**config.mk**
```make
export PLATFORM = sky130hd
export DESIGN_NAME = isa_io_sequencer
export DESIGN_NICKNAME = d
export VERILOG_FILES = /design/src/rtl/isa_io_sequencer.sv
export SDC_FILE = /design/constraint.sdc
export NUM_CORES = 1
export LEC_CHECK = 0
export CORE_MARGIN = 4
export CORE_UTILIZATION = 42
export CTS_CLUSTER_DIAMETER = 30
export CTS_CLUSTER_SIZE = 20
export DETAILED_ROUTE_END_ITERATION = 12
export MAX_ROUTING_LAYER = met4
export PLACE_DENSITY = 0.76
export SYNTH_ARGS = -nofsm -noshare
export SYNTH_HDL_FRONTEND = slang
export SYNTH_SLANG_ARGS = --single-unit
```
**constraint.sdc**
```tcl
create_clock -name clk -period 3.06 [get_ports clk]
set_input_delay 0.612 -clock clk [delete_from_list [all_inputs] [get_ports clk]]
set_output_delay 0.612 -clock clk [all_outputs]
set_load 0.005 [all_outputs]
```
**src/rtl/isa_io_sequencer.sv**
```systemverilog
// isa_io_sequencer: ISA I/O slave cycle sequencer with address decode and SD drive control.
module isa_io_sequencer #(
  parameter logic [15:0] JOY_BASE = 16'h0201,
  parameter logic [15:0] SB_BASE = 16'h0220,
  parameter logic [15:0] FM_BASE = 16'h0388,
  parameter logic [15:0] MPU_BASE = 16'h0330,
  parameter int SYNC_STAGES = 2,
  parameter int RD_LAT = 2
) (
  input  logic        clk,
  input  logic        reset,
  input  logic        bale,
  input  logic [15:0] sa,
  input  logic        aen,
  input  logic        ior_n,
  input  logic        iow_n,
  input  logic        sbhe_n,
  input  logic [15:0] sd_in,
  input  logic [7:0]  dev_rdata,
  output logic [3:0]  dev_sel,
  output logic [3:0]  dev_addr,
  output logic        rd_stb,
  output logic        wr_stb,
  output logic [7:0]  wr_data,
  output logic [15:0] sd_out,
  output logic        sd_oe,
  output logic        bus_err
);
  typedef enum logic [2:0] {IDLE, RD_WAIT, RD_HOLD, WR_HOLD, RECOVER} state_t;
  state_t r_state, w_next;
  logic [SYNC_STAGES-1:0] r_bale_s, r_ior_s, r_iow_s;
  logic        r_sbhe_q, r_aen, r_lat_pend, r_rd_stb, r_wr_stb, r_sd_oe, r_bus_err;
  logic [15:0] r_sd_q, r_sa, r_sd_out;
  logic [3:0]  r_dev_sel, r_dev_addr, r_cnt;
  logic [7:0]  r_wr_data;
  logic        w_bale_fall, w_ior_fall, w_iow_fall, w_iow_rise, w_ior_hi, w_ior_lo, w_iow_lo;
  logic        w_rd, w_wr, w_err, w_oe, w_cap;
  logic [3:0]  w_dec;
  // Edges come from the last two sync stages; levels from the final stage.
  assign w_bale_fall = r_bale_s[SYNC_STAGES-1] & ~r_bale_s[SYNC_STAGES-2];
  assign w_ior_fall  = r_ior_s[SYNC_STAGES-1] & ~r_ior_s[SYNC_STAGES-2];
  assign w_iow_fall  = r_iow_s[SYNC_STAGES-1] & ~r_iow_s[SYNC_STAGES-2];
  assign w_iow_rise  = ~r_iow_s[SYNC_STAGES-1] & r_iow_s[SYNC_STAGES-2];
  assign w_ior_hi    = r_ior_s[SYNC_STAGES-1];
  assign w_ior_lo    = ~r_ior_s[SYNC_STAGES-1];
  assign w_iow_lo    = ~r_iow_s[SYNC_STAGES-1];
  assign w_dec = r_aen ? 4'b0000 : {
    (r_sa >= MPU_BASE) && (r_sa <= MPU_BASE + 16'd1),
    (r_sa >= FM_BASE) && (r_sa <= FM_BASE + 16'd3),
    (r_sa >= SB_BASE) && (r_sa <= SB_BASE + 16'd15),
    r_sa == JOY_BASE};
  always_comb begin
    w_next = r_state;
    w_rd = 1'b0;
    w_wr = 1'b0;
    w_err = 1'b0;
    w_oe = r_sd_oe;
    w_cap = 1'b0;
    case (r_state)
      IDLE: begin
        if ((w_ior_fall & (w_iow_fall | w_iow_lo)) | (w_iow_fall & w_ior_lo)) w_err = 1'b1;
        else if (w_ior_fall && |r_dev_sel) begin
          w_rd = 1'b1;
          w_oe = 1'b1;
          w_next = RD_WAIT;
        end else if (w_iow_fall && |r_dev_sel) w_next = WR_HOLD;
      end
      RD_WAIT: begin
        w_err = w_iow_fall;
        if (w_ior_hi) begin
          w_oe = 1'b0;
          w_next = RECOVER;
        end else if (r_cnt == 4'd1) begin
          w_cap = 1'b1;
          w_next = RD_HOLD;
        end
      end
      RD_HOLD: begin
        w_err = w_iow_fall;
        if (w_ior_hi) begin
          w_oe = 1'b0;
          w_next = RECOVER;
        end
      end
      WR_HOLD: begin
        w_err = w_ior_fall;
        if (w_iow_rise) begin
          w_wr = 1'b1;
          w_next = RECOVER;
        end
      end
      RECOVER: w_next = IDLE;
      default: w_next = IDLE;
    endcase
  end
  always_ff @(posedge clk) begin
    if (reset) begin
      r_state <= IDLE;
      r_bale_s <= '0;
      r_ior_s <= '1;
      r_iow_s <= '1;
      r_sbhe_q <= 1'b1;
      r_sd_q <= '0;
      r_sa <= '0;
      r_aen <= 1'b0;
      r_lat_pend <= 1'b0;
      r_dev_sel <= '0;
      r_dev_addr <= '0;
      r_cnt <= '0;
      r_rd_stb <= 1'b0;
      r_wr_stb <= 1'b0;
      r_wr_data <= '0;
      r_sd_out <= '0;
      r_sd_oe <= 1'b0;
      r_bus_err <= 1'b0;
    end else begin
      r_state <= w_next;
      r_bale_s <= {r_bale_s[SYNC_STAGES-2:0], bale};
      r_ior_s <= {r_ior_s[SYNC_STAGES-2:0], ior_n};
      r_iow_s <= {r_iow_s[SYNC_STAGES-2:0], iow_n};
      r_sbhe_q <= sbhe_n;
      r_sd_q <= sd_in;
      r_lat_pend <= w_bale_fall && r_state == IDLE;
      if (w_bale_fall && r_state == IDLE) begin
        r_sa <= sa;
        r_aen <= aen;
      end
      if (r_lat_pend) begin
        r_dev_sel <= w_dec;
        r_dev_addr <= r_sa[3:0];
      end
      r_cnt <= w_rd ? 4'(RD_LAT) : (r_state == RD_WAIT ? r_cnt - 4'd1 : r_cnt);
      r_rd_stb <= w_rd;
      r_wr_stb <= w_wr;
      r_bus_err <= w_err;
      r_sd_oe <= w_oe;
      if (w_wr) r_wr_data <= (!r_sbhe_q && r_dev_addr[0]) ? r_sd_q[15:8] : r_sd_q[7:0];
      if (w_cap) r_sd_out <= {dev_rdata, dev_rdata};
    end
  end
  assign dev_sel = r_dev_sel;
  assign dev_addr = r_dev_addr;
  assign rd_stb = r_rd_stb;
  assign wr_stb = r_wr_stb;
  assign wr_data = r_wr_data;
  assign sd_out = r_sd_out;
  assign sd_oe = r_sd_oe;
  assign bus_err = r_bus_err;
endmodule

```
==> flow_summary.toml, run 1 <==
[run_status]
status = "completed"

[finish]
final_area_um2 = 3940
fillers = 586
drive_above_1_share = 0.0779
final_common_cell = "clkdlybuf4s50_1"
num_antenna_cells = 0
seq_area_um2 = 1520
finalNetCount = 429
fin_cells = 465
area_delta_synth_final_pct = 35.2
multi_input_area_um2 = 1230
final_cell_mix = "81 x clkdlybuf4s50_1, 76 x dfxtp_1, 38 x nand2_1"

[floorplanning]
ioPinCount = 83
dieArea_um2 = 8340
coreArea_um2 = 6760
start_util = 0.431
die_h_um = 91.3
die-width_um = 91.3
fp-row-count = 30

[yosys]
syn-cell-area_um2 = 2920
ys_types = 45
syn_area_per_cell_um2 = 9.37
synthCells = 311
yosysSeqAreaShare = 0.522
synth_fp_nets = 360
synth-seq-cells = 76
async_reset_ff_frac = 0
ys_warn_count = 0
synth_top_flop_cell = "dfxtp_1"
synth-edff-count = 0

[critical_path]
crit_fanout = 10
r2r-start = "r_state[0]"
worstSetupPathType = "reg -> reg"
startpoint_type = "flip-flop"
startpoint = "r_state[0]"
cp.arrival_ps = 2160
cp.required_ps = 3270
crit_path_end_kind = "flip-flop"

[global_route]
grt_pass1_vias = 2349
grt_overflow_total = 0
grt_usage = 0.164
antenna_found_initial = 0
grt_pass1_wl_mm = 10.7
grt_max_degree = 35

[placed_design]
dp_cells = 449
io_buffers = 82
hpwl_mm = 4.41
gp_congestion = 0.833
post_dp_cell_area_um2 = 3710

[timing]
rsz0062_at_grt = "no"
slew_violations = 0
worstMarginPinSlew_ps = 736
setup_viol = 0
whs_ps = 454
fin_crit_sh = 0.634
finClkSkew_ps = 11.5
setup_tns_ps = 0
fin_crit_ps = 1940
hold_viol = 0
max_freq_mhz = 515
maxSlewHeadroom = 0.508

[power]
p_leak_uw = 0.00153
powerDensity_nw_per_um2 = 515
ir_drop_mv = 0.297

[clock_network]
path_clk_slew_ps = 80
insertion_delay_ps = 350
cts_buffer_depth = 2
cts.sinks = 76
root_buffer = "clkbuf_8"
postCtsSetupBuffers = 0
ctsResizeCount = 0
htreeDepth = 3
cts_tree = "done"
postCtsHoldBufs = 0
cts_buffers = 9

[drt]
routedWlPerCell_um = 13.4
drt-initial-drc-count = 201
via_per_inst = 5.00
drc = 0
vias = 2327
postRouteAntennaNets = 0
first_pass_iters = 4
wirelength_mm = 6.22

[min_path]
min_from = "r_sa[9]"
hold_class = "reg -> reg"

[job]
maxCapViolCount = 0
==> layer usage <==
metal	GRT usage	share of wire
met1	0.192	0.44
met2	0.265	0.47
met3	0.0489	0.060
met4	0.0641	0.022
met5	-	0
==> path summary, 6_finish.rpt <==
kind | endpoint | slack [ps] | cells past startpoint
max reg2reg | sd_out[13] | 1120 | 4
max | sd_out[13] | 1120 | 4
min | r_sa[9] | 450 | 2
min reg2reg | r_sa[9] | 450 | 2
==> metrics by stage <==
stage	total power (uW)	setup WS, ps	utilization
floorplan	1110	1230	-
detailed placement	1190	1130	0.549
finish	2030	1120	0.584
CTS	2050	1120	0.584
global placement	1190	1170	0.549
global route	2100	978	0.584
==> synth_stat cells (2+ instances only) <==
library cell  number  area share
buf_2              2      0.0034
nor2_1            32       0.041
nor4_1             4      0.0086
ha_1               2      0.0086
xnor2_1            4       0.012
nand2b_1           6       0.013
inv_1              5      0.0064
buf_4              9       0.023
a2bb2oi_1          2      0.0060
or2_2              7       0.015
nor2b_1           22       0.047
nor3_1             4      0.0069
nand4_1            3      0.0064
nand2_1           38       0.049
buf_1              3      0.0039
dfxtp_1           76        0.52
mux2i_1           21       0.072
a211oi_1           9       0.023
a21o_1             2      0.0051
and3_1             2      0.0043
a21oi_1           24       0.041
clkbuf_1          11       0.014
==> layout make-up <==
class,count,share of cell area
well taps,80,0.0254
clock inverters,5,0.0213
inverters,5,0.00476
multi-input cells,203,0.312
clock buffers,11,0.0384
repair buffers,85,0.213
flip-flops and latches,76,0.386
==> logic make-up (layout without fill, tap and decap cells) <==
logic type / Yosys count / count (layout) / synth area share
adders and majority gates: 2 / 2 / 0.00858
DFF: 76 / 76 / 0.522
xor gates and xnor gates: 4 / 4 / 0.0120
muxes: 22 / 22 / 0.0760
and+or+nand+nor: 130 / 130 / 0.227
AOI/OAI and AO/OA: 45 / 45 / 0.0974
buffers and inverters: 32 / 106 / 0.0566
==> critical path, cell delays in order (launching register included) <==
cell and delay (ps):
dfxtp_1 500, or3b_1 470, or4_4 610, mux2i_1 180, nor2_1 50
==> sequential cells by signal, indices dropped and copies added, names as in the netlist <==
signal,count
r_ior_s,2
r_lat_pend,1
r_sa,16
sd_out,8
r_aen,1
dev_addr,4
r_sd_q,16
sd_oe,1
rd_stb,1
wr_data,8
r_bale_s,2
wr_stb,1
r_cnt,4
dev_sel,4
r_state,3
bus_err,1
r_iow_s,2
r_sbhe_q,1
==> where the power goes <==
group / switching, uW / internal, uW / total, uW
Combinational: 52.3 / 83.0 / 135
Sequential: 16.3 / 1010 / 1030
Clock: 361 / 505 / 865
No activity file was read; power rests on OpenSTA's default activity.
==> run 2, diff against run 1 <==
==> constraint.sdc (replaced) <==
create_clock -name clk -period 1.87 [get_ports clk]
set_input_delay 0.374 -clock clk [delete_from_list [all_inputs] [get_ports clk]]
set_output_delay 0.374 -clock clk [all_outputs]
set_load 0.005 [all_outputs]
==> flow_summary.toml, run 2 (synthesized netlist as in run 1, its figures left out) <==
[power]
powerDensity_nw_per_um2 = 780
p_leak_uw = 0.00155
ir_drop_mv = 0.479

[floorplanning]
dieArea_um2 = 8340
die_h_um = 91.3
start_util = 0.431
ioPinCount = 83
die-width_um = 91.3
coreArea_um2 = 6760
fp-row-count = 30

[drt]
postRouteAntennaNets = 0
first_pass_iters = 4
via_per_inst = 4.94
routedWlPerCell_um = 12.6
wirelength_mm = 5.94
vias = 2329
drc = 0
drt-initial-drc-count = 96

[finish]
finalNetCount = 435
final_cell_mix = "81 x clkdlybuf4s50_1, 76 x dfxtp_1, 38 x nand2_1"
area_delta_synth_final_pct = 36.2
drive_above_1_share = 0.102
num_antenna_cells = 0
final_common_cell = "clkdlybuf4s50_1"
fin_cells = 471
top_regs = "r_sa (16), r_sd_q (16)"

[clock_network]
htreeDepth = 3
cts_buffer_depth = 2
cts_tree = "done"
cts.sinks = 76
root_buffer = "clkbuf_8"
postCtsSetupBuffers = 0
cts_buffers = 9
insertion_delay_ps = 340
path_clk_slew_ps = 80

[global_route]
grt_overflow_total = 0
grt_pass1_wl_mm = 10.1
grt_use_met1 = 0.178
antenna_found_initial = 0
grt_max_degree = 42
grt_usage = 0.154
grt_use_met2 = 0.251
grtUsageMet3 = 0.0464
grt_pass1_vias = 2269
busiest_layer = "met2"

[critical_path]
crit_path_end_kind = "flip-flop"
startpoint_type = "flip-flop"
cp.required_ps = 2150
crit_fanout = 3
worstSetupPathType = "reg -> reg"
cp.arrival_ps = 2060

[placed_design]
hpwl_mm = 4.39
dp_cells = 455
io_buffers = 82
gp_congestion = 0.796

[timing]
rsz0062_at_grt = "no"
worstMarginPinSlew_ps = 615
slew_violations = 0
fin_crit_sh = 0.949
setup_tns_ps = 0
fin_crit_ps = 1780
max_freq_mhz = 563
finClkSkew_ps = 8.61
setup_viol = 0
maxSlewHeadroom = 0.586
hold_viol = 0

[min_path]
hold_class = "in -> reg"

[run_status]
status = "completed"

[job]
maxCapViolCount = 0
-- run 2: cell types whose count changed in the layout (fill, tap and decap cells not counted), sizes merged --
cell,delta
clkinv,+2
buf,+6
bufinv,-1
clkbuf,-2
clkinvlp,+1
-- run 2: critical path, cell delays in order, from the launching register on --
cell and delay [ps]:
dfxtp_1 340, nor4_1 580, o21bai_1 140, a2111oi_0 440, mux2_2 220
-- run 2: layout make-up --
type / count / area [um2]
Fill cell: 589 / 2790
Sequential cell: 76 / 1520
Clock buffer: 9 / 124
Tap cell: 80 / 100
Timing Repair Buffer: 91 / 896
Inverter: 5 / 18.8
Multi-Input combinational cell: 203 / 1240
Clock inverter: 7 / 67.6
-- run 2: what timing repair did --
action	in CTS	in global routing
endpoints found under the hold margin	0	0
gates resized for setup	0	4
hold buffers	0	0
setup endpoints to repair	0	7
-- run 2: report_power, final --
part | total, uW | internal, uW | switching (uW)
Sequential | 1680 | 1660 | 23.5
Clock | 1180 | 608 | 575
Combinational | 230 | 142 | 87.7
Total | 3100 | 2410 | 687
-- run 2: final timing paths --
path                            startpoint          to  slack, ps  cells after the start
worst max-delay path            dev_sel[0]  r_state[1]         90                      4
worst min-delay path                 reset  sd_out[12]        430                      2
worst max register to register  dev_sel[0]  r_state[1]         90                      4
worst min register to register     r_sa[9]     r_sa[9]        450                      2
-- run 2: layer usage --
metal | part of all wire | vias to the layer above
met3 | 0.061 | 10
met4 | 0.017 | 0
met5 | 0 | -
met2 | 0.47 | 74
li1 | - | 1183
met1 | 0.45 | 1062
-- run 2: per-stage QoR --
stage	setup slack, ps	util	power (uW)	area, um2	hold WS (ps)
5_1_grt	15.0	0.588	3230	3970	448
3_5_place_dp	63.4	0.557	1950	3760	448
6_report	94.6	0.588	3100	3970	432
2_1_floorplan	44.4	-	1820	2920	432
3_3_place_gp	141	0.557	1950	3760	444
4_1_cts	52.0	0.586	3140	3960	419
==> run 3, diff against run 2 <==
--- a/config.mk
+++ b/config.mk
@@ -10,8 +10,10 @@
 export CTS_CLUSTER_DIAMETER = 30
 export CTS_CLUSTER_SIZE = 20
 export DETAILED_ROUTE_END_ITERATION = 12
+export GPL_ROUTABILITY_DRIVEN = 0
 export MAX_ROUTING_LAYER = met4
 export PLACE_DENSITY = 0.76
 export SYNTH_ARGS = -nofsm -noshare
 export SYNTH_HDL_FRONTEND = slang
 export SYNTH_SLANG_ARGS = --single-unit
+export TNS_END_PERCENT = 30
==> results of run 3 <==
The final DEF is identical to that of run 2; final timing and power are the same.
